[config.mk]
export PLATFORM = sky130hd
export DESIGN_NAME = irq_ctrl
export DESIGN_NICKNAME = d
export VERILOG_FILES = /design/src/rtl/irq_ctrl.sv
export SDC_FILE = /design/constraint.sdc
export NUM_CORES = 1
export LEC_CHECK = 0
export BUFFER_PORTS_ARGS = -buffer_cell sky130_fd_sc_hd__clkbuf_2
export CORE_UTILIZATION = 42
export CTS_BUF_LIST = sky130_fd_sc_hd__clkbuf_2 sky130_fd_sc_hd__clkbuf_4 sky130_fd_sc_hd__clkbuf_8
export DETAILED_ROUTE_END_ITERATION = 6
export GPL_TIMING_DRIVEN = 0
export PLACE_DENSITY = 0.82
export SETUP_SLACK_MARGIN = 0.2
export SYNTH_ARGS = -nofsm -noshare
export SYNTH_HDL_FRONTEND = slang
export SYNTH_SLANG_ARGS = --single-unit
[constraint.sdc]
create_clock -name clk -period 2.2 [get_ports clk]
set_input_delay 0.22 -clock clk [delete_from_list [all_inputs] [get_ports clk]]
set_output_delay 0.22 -clock clk [all_outputs]
set_load 0.01 [all_outputs]
[src/rtl/irq_ctrl.sv]
// irq_ctrl: 8-source edge-triggered interrupt controller with a small
// register port (PENDING / MASK / STATUS / EOI) and a single-level
// request / acknowledge / end-of-interrupt handshake towards the CPU.
module irq_ctrl #(
  parameter int N_SRC = 8
) (
  input  logic             clk,
  input  logic             reset,
  input  logic [N_SRC-1:0] src,
  input  logic             cs,
  input  logic [3:0]       addr,
  input  logic [3:0]       we,
  input  logic [31:0]      wdata,
  output logic [31:0]      rdata,
  output logic             irq,
  input  logic             iack,
  output logic [2:0]       irq_id
);

  typedef enum logic [1:0] {
    IDLE = 2'd0,
    REQ  = 2'd1,
    SERV = 2'd2
  } state_t;

  localparam logic [1:0] REG_PENDING = 2'd0;
  localparam logic [1:0] REG_MASK    = 2'd1;
  localparam logic [1:0] REG_STATUS  = 2'd2;
  localparam logic [1:0] REG_EOI     = 2'd3;

  state_t           state;
  state_t           state_nxt;
  logic [N_SRC-1:0] src_q;
  logic [N_SRC-1:0] pending;
  logic [N_SRC-1:0] mask;
  logic [2:0]       svc_id;

  logic [N_SRC-1:0] rise;
  logic             wr;
  logic             wr_pending;
  logic             wr_mask;
  logic             wr_eoi;
  logic             cand_vld;
  logic [2:0]       cand_id;
  logic             take_ack;
  logic             end_svc;
  logic [N_SRC-1:0] ack_clr;
  logic [N_SRC-1:0] w1c_clr;

  // Edge detection and register-port write decode (addr[1:0] ignored).
  assign rise       = src & ~src_q;
  assign wr         = cs & (|we);
  assign wr_pending = wr && (addr[3:2] == REG_PENDING);
  assign wr_mask    = wr && (addr[3:2] == REG_MASK);
  assign wr_eoi     = wr && (addr[3:2] == REG_EOI);

  // Acknowledge is only honoured while a candidate is actually requested;
  // EOI only means something while a source is in service.
  assign take_ack = (state == REQ) && cand_vld && iack;
  assign end_svc  = (state == SERV) && wr_eoi;

  assign w1c_clr = wr_pending ? wdata[N_SRC-1:0] : '0;
  assign ack_clr = take_ack ? (N_SRC'(1) << cand_id) : '0;

  // Priority encoder: lowest enabled pending index wins.
  always_comb begin
    cand_vld = 1'b0;
    cand_id  = 3'd0;
    for (int i = N_SRC - 1; i >= 0; i--) begin
      if (pending[i] && mask[i]) begin
        cand_vld = 1'b1;
        cand_id  = 3'(i);
      end
    end
  end

  // FSM state register.
  always_ff @(posedge clk or negedge reset) begin
    if (!reset) state <= IDLE;
    else        state <= state_nxt;
  end

  // FSM next-state logic; candidate loss takes precedence over iack in REQ.
  always_comb begin
    state_nxt = state;
    case (state)
      IDLE: if (cand_vld) state_nxt = REQ;
      REQ: begin
        if (!cand_vld)  state_nxt = IDLE;
        else if (iack)  state_nxt = SERV;
      end
      SERV: if (wr_eoi) state_nxt = IDLE;
      default:          state_nxt = IDLE;
    endcase
  end

  // FSM outputs: request only in REQ, id follows the live candidate in REQ
  // and holds the latched in-service id in SERV.
  always_comb begin
    irq    = 1'b0;
    irq_id = 3'd0;
    case (state)
      REQ: begin
        irq    = 1'b1;
        irq_id = cand_id;
      end
      SERV:    irq_id = svc_id;
      default: irq_id = 3'd0;
    endcase
  end

  // Source sampling for rising-edge detection.
  always_ff @(posedge clk or negedge reset) begin
    if (!reset) src_q <= '0;
    else        src_q <= src;
  end

  // Pending bits: clears (W1C, acknowledge) first, new edges override them.
  always_ff @(posedge clk or negedge reset) begin
    if (!reset) pending <= '0;
    else        pending <= (pending & ~(w1c_clr | ack_clr)) | rise;
  end

  // Mask register.
  always_ff @(posedge clk or negedge reset) begin
    if (!reset)       mask <= '0;
    else if (wr_mask) mask <= wdata[N_SRC-1:0];
  end

  // In-service id: captured on acknowledge, cleared when service ends.
  always_ff @(posedge clk or negedge reset) begin
    if (!reset)        svc_id <= 3'd0;
    else if (take_ack) svc_id <= cand_id;
    else if (end_svc)  svc_id <= 3'd0;
  end

  // Combinational read mux; zero when deselected, for EOI and unused bits.
  always_comb begin
    rdata = 32'd0;
    if (cs) begin
      case (addr[3:2])
        REG_PENDING: rdata = {{(32-N_SRC){1'b0}}, pending};
        REG_MASK:    rdata = {{(32-N_SRC){1'b0}}, mask};
        REG_STATUS:  rdata = {(state == SERV), 28'd0, svc_id};
        default:     rdata = 32'd0;
      endcase
    end
  end

endmodule

==> impl_table.tex, run 1 <==
\begin{tabular}{lr}
\hline
Metric & Value \\
\hline
\multicolumn{2}{l}{\textbf{GRT}} \\
Residual overflow from global routing & 0 \\
Fraction of met2 tracks used by global routing & 31.25\% \\
Largest net degree at the start of global routing & 30 \\
Routing usage on met3 & 6.000\% \\
Met1 global-route usage & 22.09\% \\
Number of global-route vias before repair & 1434 \\
Antenna violations before repair & 0 \\
GR Util All Layers & 18.98\% \\
Most crowded layer after global routing & met2 \\
First-pass GRT wire length & 6320 um \\
\multicolumn{2}{l}{\textbf{Logic synthesis}} \\
Number of distinct library cells after synthesis & 44 \\
Number of warning messages in the yosys log & 0 \\
Number of flops mapped to enable cells by yosys & 0 \\
Share of synthesized flip-flops with an asynchronous set or reset & 100.0\% \\
Post-synth top cells & sky130\_fd\_sc\_hd\_\_dfrtp\_1, sky130\_fd\_sc\_hd\_\_buf\_4, sky130\_fd\_sc\_hd\_\_nand3\_1 \\
Proportion of synthesized chip area in sequential cells & 39.73\% \\
Portion of synthesized cell area occupied by the leading cell type & 39.73\% \\
Number of standard cells after synthesis & 187 \\
Leading cell type by number of instances after synthesis & sky130\_fd\_sc\_hd\_\_dfrtp\_1 \\
Cells taking the most area after synthesis & sky130\_fd\_sc\_hd\_\_dfrtp\_1, sky130\_fd\_sc\_hd\_\_buf\_4, sky130\_fd\_sc\_hd\_\_mux2i\_1 \\
Main flop type after synthesis & sky130\_fd\_sc\_hd\_\_dfrtp\_1 \\
Library cell with the largest summed area after synthesis & sky130\_fd\_sc\_hd\_\_dfrtp\_1 \\
Flop and latch count out of synthesis & 29 \\
Netlist area before placement & 1827 um\^{}2 \\
Syn avg cell area & 9.769 um\^{}2 \\
\multicolumn{2}{l}{\textbf{Worst setup path}} \\
Largest fanout on the critical path & 6 \\
Endpoint class of the critical path & output port \\
Crit path depth & 5 \\
R2R cell count & 6 \\
Largest delay contributor family on the critical path & compound AO/OA/AOI/OAI gates \\
Required arrival time at the worst endpoint & 1.98 ns \\
Worst-path cell with the longest stage delay & sky130\_fd\_sc\_hd\_\_dfrtp\_1 \\
Critical Path Max Stage Delay & 0.45 ns \\
CP startpoint kind & flop \\
CP Class & reg2out \\
Cell Chain, Critical Path & a22o\_1 -> a2bb2o\_2 -> a21oi\_4 -> o21ai\_0 -> clkbuf\_2 \\
Buf+Inv Stages, Crit Path & 1 \\
Critical path data arrival time & 1.71 ns \\
\multicolumn{2}{l}{\textbf{Timing}} \\
Slew Limit Fails & 0 \\
Max transition margin & 52.07\% \\
Min cycle time layout & 1.926 ns \\
Slew at the pin closest to its max-slew limit & 0.7190 ns \\
Worst Slack Setup Final & 0.2743 ns \\
Count of final hold-check violations & 29 \\
Crit share post-route & 87.53\% \\
Setup repair after global routing missed its margin & false \\
Worst hold margin & -0.01734 ns \\
Worst Clk Skew & 0.005068 ns \\
Final-layout setup total negative slack & 0 ns \\
Final-report setup violation count & 0 \\
F\_max & 519.3 MHz \\
\multicolumn{2}{l}{\textbf{Die}} \\
Y dimension of the die & 67.95 um \\
\# IOs & 88 \\
Starting utilization of the core area & 44.70\% \\
Die outline width & 67.95 um \\
Standard-cell rows & 23 \\
Area inside the core boundary & 4086 um\^{}2 \\
Area of the die & 4617 um\^{}2 \\
\multicolumn{2}{l}{\textbf{CTS}} \\
Clock tree from TritonCTS & done \\
Max Root-Sink Buffers & 2 \\
Clock net sink count & 29 \\
Clock transition at the registers of the reported paths & 0.06 ns \\
Clock latency reported for the late side of the worst-skew pair & 0.28 ns \\
Cell chosen for the clock root & sky130\_fd\_sc\_hd\_\_clkbuf\_8 \\
Number of hold buffers added after CTS & 0 \\
Count of H-tree levels built during CTS & 2 \\
Number of buffers added by the clock tree synthesis step & 5 \\
\multicolumn{2}{l}{\textbf{Detailed routing}} \\
Via Count & 1522 \\
Total wire length after detailed routing & 3906 um \\
Vias/cell & 4.990 \\
Remaining routing DRC violations & 0 \\
First-pass DRT Iterations & 4 \\
Antenna violation net count after detailed routing & 0 \\
Post-detailed-route wirelength per cell & 12.81 um \\
First-iteration detailed-routing DRC count & 44 \\
\multicolumn{2}{l}{\textbf{Finish}} \\
Nets@finish & 310 \\
Antenna fix cells & 0 \\
Final core utilization & 55.66\% \\
Fraction of final layout cells with drive strength greater than 1 & 38.04\% \\
Area growth from synthesis to layout & 24.52\% \\
Layout fillers & 377 \\
Total area of sequential cells & 725.7 um\^{}2 \\
Area of the multi-input gates & 969.7 um\^{}2 \\
\multicolumn{2}{l}{\textbf{Power and ir drop}} \\
PD cells & 869.1 nW/um\^{}2 \\
Sum of internal, switching and leakage power & 1977 uW \\
Peak supply drop & 0.4087 mV \\
Lkg Pwr & 0.001111 uW \\
\multicolumn{2}{l}{\textbf{Placement}} \\
Worst-case setup slack after placement & 0.4762 ns \\
Detail Placement HPWL & 3011 um \\
Count of port buffers added during placement & 37 \\
Global placement routability congestion & 0.8765 \\
\multicolumn{2}{l}{\textbf{Outcome}} \\
Status & finished, violations left \\
Failing checks & hold timing \\
\multicolumn{2}{l}{\textbf{Flow run}} \\
Number of maximum-capacitance violations & 0 \\
\multicolumn{2}{l}{\textbf{Min path}} \\
Type of the worst min-delay path & in2async \\
\hline
\end{tabular}
cell families after synthesis:
| logic type | Yosys count | synth area share, % |
|---|---|---|
| compound gates | 39 | 14.80 |
| mux | 18 | 10.41 |
| buf+inv | 32 | 12.33 |
| simple gates | 65 | 20.48 |
| flops | 29 | 39.73 |
| other cells | 1 | 0.2053 |
| fa+ha+maj | 3 | 2.055 |
registers in the layout, summed over array words and instances, names as in the netlist:
| register | cells |
|---|---|
| src_q | 8 |
| state | 2 |
| svc_id | 3 |
| mask | 8 |
| pending | 8 |
report_power, final:
| group | switching, uW | total [uW] | internal (uW) |
|---|---|---|---|
| registers | 117 | 763 | 646 |
| clock network | 186 | 445 | 260 |
| logic | 417 | 769 | 352 |
| total | 719 | 1980 | 1260 |
worst reg2reg max path, stage by stage (launching register included):
cell and delay (ns):
sky130_fd_sc_hd__dfrtp_1 0.39, sky130_fd_sc_hd__inv_1 0.10, sky130_fd_sc_hd__ha_1 0.16, sky130_fd_sc_hd__clkbuf_2 0.22, sky130_fd_sc_hd__nand4_1 0.23, sky130_fd_sc_hd__nor3_1 0.23, sky130_fd_sc_hd__a21oi_1 0.09
area by class of cell:
| type | count | share of cell area [%] |
|---|---|---|
| Multi-Input combinational cell | 148 | 42.63 |
| Sequential cell | 29 | 31.90 |
| Buffer | 27 | 9.131 |
| Timing Repair Buffer | 39 | 8.801 |
| Clock buffer | 7 | 3.960 |
| Tap cell | 50 | 2.750 |
| Inverter | 5 | 0.8251 |
metal layers:
metal  vias to the layer above  part of all wire, %
met5                         -                    0
met3                        11                  7.0
met2                        61                   48
met1                       695                   43
li1                        755                    -
met4                         0                  2.2
cells in the final DEF, fill, tap and decap left out, types with 2 or more instances in the layout:
| cell | instances |
|---|---|
| sky130_fd_sc_hd__nand2b_1 | 2 |
| sky130_fd_sc_hd__a22oi_2 | 3 |
| sky130_fd_sc_hd__nand4_1 | 3 |
| sky130_fd_sc_hd__buf_4 | 26 |
| sky130_fd_sc_hd__and2_1 | 4 |
| sky130_fd_sc_hd__a21oi_1 | 13 |
| sky130_fd_sc_hd__clkbuf_2 | 38 |
| sky130_fd_sc_hd__nand2_1 | 11 |
| sky130_fd_sc_hd__nor2b_1 | 7 |
| sky130_fd_sc_hd__nor3_1 | 4 |
| sky130_fd_sc_hd__dfrtp_1 | 29 |
| sky130_fd_sc_hd__nor2_1 | 8 |
| sky130_fd_sc_hd__mux2i_1 | 10 |
| sky130_fd_sc_hd__mux2_2 | 8 |
| sky130_fd_sc_hd__o21ai_0 | 9 |
| sky130_fd_sc_hd__ha_1 | 3 |
| sky130_fd_sc_hd__nand3_1 | 15 |
| sky130_fd_sc_hd__conb_1 | 23 |
| sky130_fd_sc_hd__buf_6 | 2 |
| sky130_fd_sc_hd__inv_1 | 5 |
| sky130_fd_sc_hd__clkbuf_8 | 6 |
per-stage QoR:
step	area (um^2)	cells
after floorplan	1909	209
after global placement	2157	296
after detailed placement	2157	296
after CTS	2248	303
after global routing	2275	305
final	2275	305
what timing repair did:
action / CTS / global route
pin swaps: 0 / 1
buffers inserted: 0 / 2
endpoints found under the setup margin: 1 / 2
gates resized for setup: 1 / 2
path summary, 6_finish.rpt:
check / slack (ns) / to / from
setup / recovery: 0.27 / irq_id[0] / mask[0]
hold / removal: -0.02 / mask[6] / reset
setup reg to reg: 0.66 / pending[4] / state[1]
hold reg to reg: 0.42 / pending[0] / src_q[0]
max in group asynchronous: 1.76 / pending[4] / reset
min in group clk: 0.06 / src_q[5] / src[5]
(Power assumes the default switching activity.)
==> run 2, diff against run 1 <==
--- a/config.mk
+++ b/config.mk
@@ -11,6 +11,7 @@
 export DETAILED_ROUTE_END_ITERATION = 6
 export GPL_TIMING_DRIVEN = 0
 export PLACE_DENSITY = 0.82
+export RECOVER_POWER = 25
 export SETUP_SLACK_MARGIN = 0.2
 export SYNTH_ARGS = -nofsm -noshare
 export SYNTH_HDL_FRONTEND = slang
==> run 2 against run 1 <==
Compared with the run above:
- the run ends with capacitance limit, slew limit left
- sequential cell count unchanged
- largest power group unchanged
- routed wire length about the same
- first-iteration DRC count is 6.8% lower
- fmax is 0.58% higher
- clock skew about the same
- clock power is essentially flat
==> impl_table.tex, run 2 (synthesis gave the netlist of run 1 again) <==
\begin{tabular}{lr}
\hline
Metric & Value \\
\hline
\multicolumn{2}{l}{\textbf{Outcome}} \\
Status & finished, violations left \\
Failing checks & capacitance limit, slew limit \\
\multicolumn{2}{l}{\textbf{Finish}} \\
Nets@finish & 310 \\
Most common cell after layout, fill and taps aside & sky130\_fd\_sc\_hd\_\_clkbuf\_2 \\
Fraction of final layout cells with drive strength greater than 1 & 36.08\% \\
Highest-count cells in the layout ignoring fill and taps & sky130\_fd\_sc\_hd\_\_clkbuf\_2, sky130\_fd\_sc\_hd\_\_dfrtp\_1, sky130\_fd\_sc\_hd\_\_buf\_4 \\
Area of the multi-input gates & 969.7 um\^{}2 \\
Final design instance area without fill & 2268 um\^{}2 \\
Total area of sequential cells & 725.7 um\^{}2 \\
Layout fillers & 378 \\
Top flop regs & mask: 8 flops, pending: 8 flops, src\_q: 8 flops \\
Antenna fix cells & 0 \\
Area growth from synthesis to layout & 24.18\% \\
\multicolumn{2}{l}{\textbf{Worst setup path}} \\
Required arrival time at the worst endpoint & 1.98 ns \\
Critical path data arrival time & 1.69 ns \\
CP startpoint kind & flop \\
CP Class & reg2out \\
Endpoint class of the critical path & output port \\
Largest fanout on the critical path & 6 \\
\multicolumn{2}{l}{\textbf{Die}} \\
Standard-cell rows & 23 \\
Y dimension of the die & 67.95 um \\
Starting utilization of the core area & 44.70\% \\
Die outline width & 67.95 um \\
Area inside the core boundary & 4086 um\^{}2 \\
Area of the die & 4617 um\^{}2 \\
\# IOs & 88 \\
\multicolumn{2}{l}{\textbf{Power and ir drop}} \\
Portion of total power attributed to the clock network & 22.5\% \\
Lkg Pwr & 0.001096 uW \\
PD cells & 870.7 nW/um\^{}2 \\
Part of the total power dissipated in sequential elements & 38.6\% \\
Switching Fraction & 36.38\% \\
Combinational group share of total power & 38.9\% \\
Net Sw Power & 718.6 uW \\
Internal power summed over all cells & 1257 uW \\
Peak supply drop & 0.4087 mV \\
\multicolumn{2}{l}{\textbf{Timing}} \\
F\_max & 522.3 MHz \\
Slew at the pin closest to its max-slew limit & 1.538 ns \\
Max transition margin & -2.507\% \\
Count of final hold-check violations & 0 \\
Final-layout setup total negative slack & 0 ns \\
Setup repair after global routing missed its margin & false \\
Slew Limit Fails & 30 \\
Min cycle time layout & 1.915 ns \\
Crit share post-route & 87.03\% \\
Worst Clk Skew & 0.005067 ns \\
Final-report setup violation count & 0 \\
\multicolumn{2}{l}{\textbf{Placement}} \\
Detail Placement HPWL & 3011 um \\
Global placement routability congestion & 0.8765 \\
Count of port buffers added during placement & 37 \\
Placement-stage cell area & 2157 um\^{}2 \\
\multicolumn{2}{l}{\textbf{CTS}} \\
Count of H-tree levels built during CTS & 2 \\
Number of buffers added by the clock tree synthesis step & 5 \\
Clock net sink count & 29 \\
Clock transition at the registers of the reported paths & 0.06 ns \\
Clock tree from TritonCTS & done \\
Cell chosen for the clock root & sky130\_fd\_sc\_hd\_\_clkbuf\_8 \\
Clock latency reported for the late side of the worst-skew pair & 0.28 ns \\
Max Root-Sink Buffers & 2 \\
\multicolumn{2}{l}{\textbf{GRT}} \\
GR Util All Layers & 18.98\% \\
Number of global-route vias before repair & 1434 \\
Antenna violations before repair & 0 \\
Largest net degree at the start of global routing & 30 \\
Residual overflow from global routing & 0 \\
First-pass GRT wire length & 6320 um \\
\multicolumn{2}{l}{\textbf{Detailed routing}} \\
First-pass DRT Iterations & 4 \\
Antenna violation net count after detailed routing & 0 \\
Via Count & 1523 \\
First-iteration detailed-routing DRC count & 41 \\
Vias/cell & 4.993 \\
Post-detailed-route wirelength per cell & 12.81 um \\
Remaining routing DRC violations & 0 \\
Total wire length after detailed routing & 3907 um \\
\multicolumn{2}{l}{\textbf{Min path}} \\
Type of the worst min-delay path & in2reg \\
\multicolumn{2}{l}{\textbf{Flow run}} \\
Number of maximum-capacitance violations & 1 \\
\hline
\end{tabular}
==> run 2: per-stage QoR <==
step                std cells  hold WS (ns)  setup WS, ns  utilization (%)  total power [uW]
floorplan                 209      -0.07559        0.6514                -              1281
global placement          296        0.3056        0.5043            52.79              1466
detailed placement        296        0.3131        0.4762            52.79              1498
CTS                       303      0.007968        0.2428            55.02              1955
global route              305       0.04910        0.2023            55.51              2121
finish                    305       0.05829        0.2854            55.51              1975
==> run 2: path summary, 6_finish.rpt <==
path | start | endpoint | slack [ns] | cells past startpoint
max in group asynchronous | reset | pending[4] | 0.99 | 1
hold / removal | src[5] | src_q[5] | 0.06 | 1
setup / recovery | mask[0] | irq_id[0] | 0.29 | 5
min in group asynchronous | reset | mask[6] | 0.31 | 1
setup reg to reg | state[1] | pending[4] | 0.66 | 6
hold reg to reg | src_q[0] | pending[0] | 0.42 | 1
==> run 2: final cells by class <==
class | instances | share of cell area, %
plain buffers | 27 | 9.156
well taps | 50 | 2.758
clock buffers | 7 | 3.971
inverters | 5 | 0.8274
multi-input cells | 148 | 42.75
repair buffers | 39 | 8.549
flip-flops and latches | 29 | 31.99
==> run 2: critical path, cell delays in order (launching register included) <==
cell                       delay [ns]
sky130_fd_sc_hd__dfrtp_1         0.44
sky130_fd_sc_hd__a22o_1          0.20
sky130_fd_sc_hd__a2bb2o_2        0.32
sky130_fd_sc_hd__a21oi_4         0.21
sky130_fd_sc_hd__o21ai_0         0.11
sky130_fd_sc_hd__clkbuf_2        0.14
==> run 2: repair_timing <==
item,in CTS,in global routing
gates resized for setup,1,2
pin swaps,0,1
cloned,0,0
setup endpoints to repair,1,2
buffers inserted,0,2
hold buffers,0,0
endpoints found under the hold margin,0,0
==> run 2: power groups by stage <==
stage / combinational (uW) / sequential [uW] / clock, uW
floorplan: 545 / 735 / 0
global placement: 706 / 760 / 0
detailed placement: 730 / 768 / 0
CTS: 736 / 758 / 461
global route: 860 / 776 / 485
finish: 768 / 762 / 445
==> run 2: routing by layer <==
layer	up-vias	GRT usage (%)	wire [um]
li1	755	-	-
met1	696	22.09	1660
met4	0	9.375	84
met2	61	31.25	1886
met5	-	0	0
met3	11	6.000	275
==> run 3, diff against run 2 <==
--- a/config.mk
+++ b/config.mk
@@ -6,11 +6,11 @@
 export NUM_CORES = 1
 export LEC_CHECK = 0
 export BUFFER_PORTS_ARGS = -buffer_cell sky130_fd_sc_hd__clkbuf_2
-export CORE_UTILIZATION = 42
+export CORE_UTILIZATION = 51
 export CTS_BUF_LIST = sky130_fd_sc_hd__clkbuf_2 sky130_fd_sc_hd__clkbuf_4 sky130_fd_sc_hd__clkbuf_8
 export DETAILED_ROUTE_END_ITERATION = 6
 export GPL_TIMING_DRIVEN = 0
-export PLACE_DENSITY = 0.82
+export PLACE_DENSITY = 0.95
 export RECOVER_POWER = 25
 export SETUP_SLACK_MARGIN = 0.2
 export SYNTH_ARGS = -nofsm -noshare
==> run 3 against run 2 <==
Compared with the run above:
- combinational power rose by 15%
- die area fell by 17%
- non-clock buffer count rose by 11
- critical path depth did not move
- via count rose by 8.1%
- the run now ends clean
- register-to-register slack got worse by 0.05 ns
==> impl_table.tex, run 3 (synthesis gave the netlist of run 1 again) <==
\begin{tabular}{lr}
\hline
Metric & Value \\
\hline
\multicolumn{2}{l}{\textbf{Worst setup path}} \\
CP Class & reg2out \\
Largest fanout on the critical path & 5 \\
Critical path data arrival time & 1.72 ns \\
Worst-path cell with the longest stage delay & sky130\_fd\_sc\_hd\_\_dfrtp\_1 \\
Required arrival time at the worst endpoint & 1.98 ns \\
CP startpoint kind & flop \\
Endpoint class of the critical path & output port \\
Cell Chain, Critical Path & a22oi\_2 -> and2\_1 -> a32oi\_2 -> nor2b\_1 -> clkbuf\_2 \\
Critical Path Max Stage Delay & 0.43 ns \\
Origin of the critical flop-to-flop path & state[1] \\
Setup crit start & mask[3] \\
\multicolumn{2}{l}{\textbf{Die}} \\
Die outline width & 61.85 um \\
\# IOs & 88 \\
Area of the die & 3825 um\^{}2 \\
Y dimension of the die & 61.85 um \\
Area inside the core boundary & 3390 um\^{}2 \\
Standard-cell rows & 21 \\
Starting utilization of the core area & 53.89\% \\
\multicolumn{2}{l}{\textbf{GRT}} \\
Fraction of met2 tracks used by global routing & 43.01\% \\
GR Util All Layers & 24.29\% \\
Largest net degree at the start of global routing & 30 \\
Routing usage on met3 & 4.555\% \\
Antenna violations before repair & 0 \\
First-pass GRT wire length & 6541 um \\
Met1 global-route usage & 28.57\% \\
Residual overflow from global routing & 0 \\
Most crowded layer after global routing & met2 \\
Number of global-route vias before repair & 1467 \\
\multicolumn{2}{l}{\textbf{CTS}} \\
Cell chosen for the clock root & sky130\_fd\_sc\_hd\_\_clkbuf\_4 \\
Clock transition at the registers of the reported paths & 0.09 ns \\
Max Root-Sink Buffers & 2 \\
Clock tree from TritonCTS & done \\
Count of H-tree levels built during CTS & 2 \\
Clock net sink count & 29 \\
Number of buffers added by the clock tree synthesis step & 5 \\
Clock latency reported for the late side of the worst-skew pair & 0.33 ns \\
\multicolumn{2}{l}{\textbf{Power and ir drop}} \\
Switching Fraction & 38.24\% \\
Part of the total power dissipated in sequential elements & 38.0\% \\
Lkg Pwr & 0.001142 uW \\
Combinational group share of total power & 43.5\% \\
Net Sw Power & 777.8 uW \\
Sum of internal, switching and leakage power & 2034 uW \\
Internal power summed over all cells & 1256 uW \\
Peak supply drop & 0.6434 mV \\
PD cells & 864.2 nW/um\^{}2 \\
Portion of total power attributed to the clock network & 18.5\% \\
\multicolumn{2}{l}{\textbf{Detailed routing}} \\
First-iteration detailed-routing DRC count & 99 \\
Via Count & 1647 \\
Antenna violation net count after detailed routing & 0 \\
Remaining routing DRC violations & 0 \\
Vias/cell & 5.262 \\
Post-detailed-route wirelength per cell & 13.90 um \\
Total wire length after detailed routing & 4351 um \\
First-pass DRT Iterations & 4 \\
\multicolumn{2}{l}{\textbf{Finish}} \\
Most common cell after layout, fill and taps aside & sky130\_fd\_sc\_hd\_\_buf\_4 \\
Highest-count cells in the layout ignoring fill and taps & sky130\_fd\_sc\_hd\_\_buf\_4, sky130\_fd\_sc\_hd\_\_clkbuf\_2, sky130\_fd\_sc\_hd\_\_dfrtp\_1 \\
Area growth from synthesis to layout & 28.84\% \\
Finished Layout Cells & 313 \\
Nets@finish & 321 \\
Antenna fix cells & 0 \\
Fraction of final layout cells with drive strength greater than 1 & 38.95\% \\
Top flop regs & mask: 8 flops, pending: 8 flops, src\_q: 8 flops \\
Final core utilization & 69.44\% \\
\multicolumn{2}{l}{\textbf{Timing}} \\
Slew Limit Fails & 0 \\
Final-layout setup total negative slack & 0 ns \\
Crit share post-route & 88.10\% \\
F\_max & 515.9 MHz \\
Final-report setup violation count & 0 \\
Slew at the pin closest to its max-slew limit & 0.7171 ns \\
Min cycle time layout & 1.938 ns \\
Setup repair after global routing missed its margin & false \\
Count of final hold-check violations & 0 \\
Worst Clk Skew & 0.008517 ns \\
Max transition margin & 52.19\% \\
\multicolumn{2}{l}{\textbf{Placement}} \\
Count of port buffers added during placement & 37 \\
Global placement routability congestion & 0.9107 \\
Detail Placement HPWL & 2995 um \\
Inst Count DP & 292 \\
\multicolumn{2}{l}{\textbf{Min path}} \\
Hold path start & src[0] \\
Type of the worst min-delay path & in2reg \\
\multicolumn{2}{l}{\textbf{Outcome}} \\
Status & complete, no violations \\
\multicolumn{2}{l}{\textbf{Flow run}} \\
Number of maximum-capacitance violations & 0 \\
\hline
\end{tabular}
-- run 3: repair_timing --
action | in CTS | in global routing
endpoints found under the hold margin | 29 | 3
pin swaps | 1 | 3
setup endpoints to repair | 3 | 3
gates resized for setup | 4 | 7
hold buffers | 1 | 3
setup buffers | 3 | 6
-- run 3: critical path: cells and delay by family (launching register included) --
kind | cells | cell delay (ns)
AO/OA/AOI/OAI | 2 | 0.43
flip-flops | 1 | 0.43
AND/OR/NAND/NOR | 2 | 0.38
buffers and inverters | 1 | 0.15
-- run 3: path summary, 6_finish.rpt --
| path | to | cells past startpoint | slack [ns] |
|---|---|---|---|
| setup reg to reg | pending[7] | 6 | 0.61 |
| hold / removal | src_q[0] | 1 | 0.009 |
| min in group asynchronous | mask[6] | 2 | 0.46 |
| setup / recovery | irq_id[2] | 5 | 0.26 |
| hold reg to reg | pending[0] | 1 | 0.43 |
| max in group asynchronous | mask[0] | 2 | 1.23 |
-- run 3: layer usage --
| metal | up-vias | share of wire, % |
|---|---|---|
| met5 | - | 0 |
| met4 | 0 | 1.9 |
| met3 | 11 | 7.2 |
| met2 | 87 | 50 |
| met1 | 771 | 40 |
| li1 | 778 | - |
-- run 3: metrics by stage --
step	cell area (um^2)	hold slack, ns	worst slack (ns)
floorplan	1909	-0.07559	0.6514
global placement	2152	0.2994	0.4983
detailed placement	2152	0.3036	0.4202
CTS	2268	0.00005615	0.2309
global route	2354	0.005387	0.1740
finish	2354	0.008759	0.2618
-- run 3: area by class of cell --
| cell class | instances | area (um^2) |
|---|---|---|
| clock buffers | 7 | 65.06 |
| multi-input cells | 148 | 982.2 |
| plain buffers | 27 | 210.2 |
| well taps | 46 | 57.56 |
| flip-flops and latches | 29 | 728.2 |
| fillers | 264 | 1036 |
| clock inverters | 1 | 5.005 |
| inverters | 5 | 18.77 |
| repair buffers | 50 | 286.5 |
-- run 3: power by group through the flow --
stage                     Clock (uW)  Combinational [uW]  Sequential, uW
final                            377                 884             773
after global routing             405                 969             784
after CTS                        377                 780             764
after detailed placement           0                 728             770
after global placement             0                 703             762
after floorplan                    0                 545             735
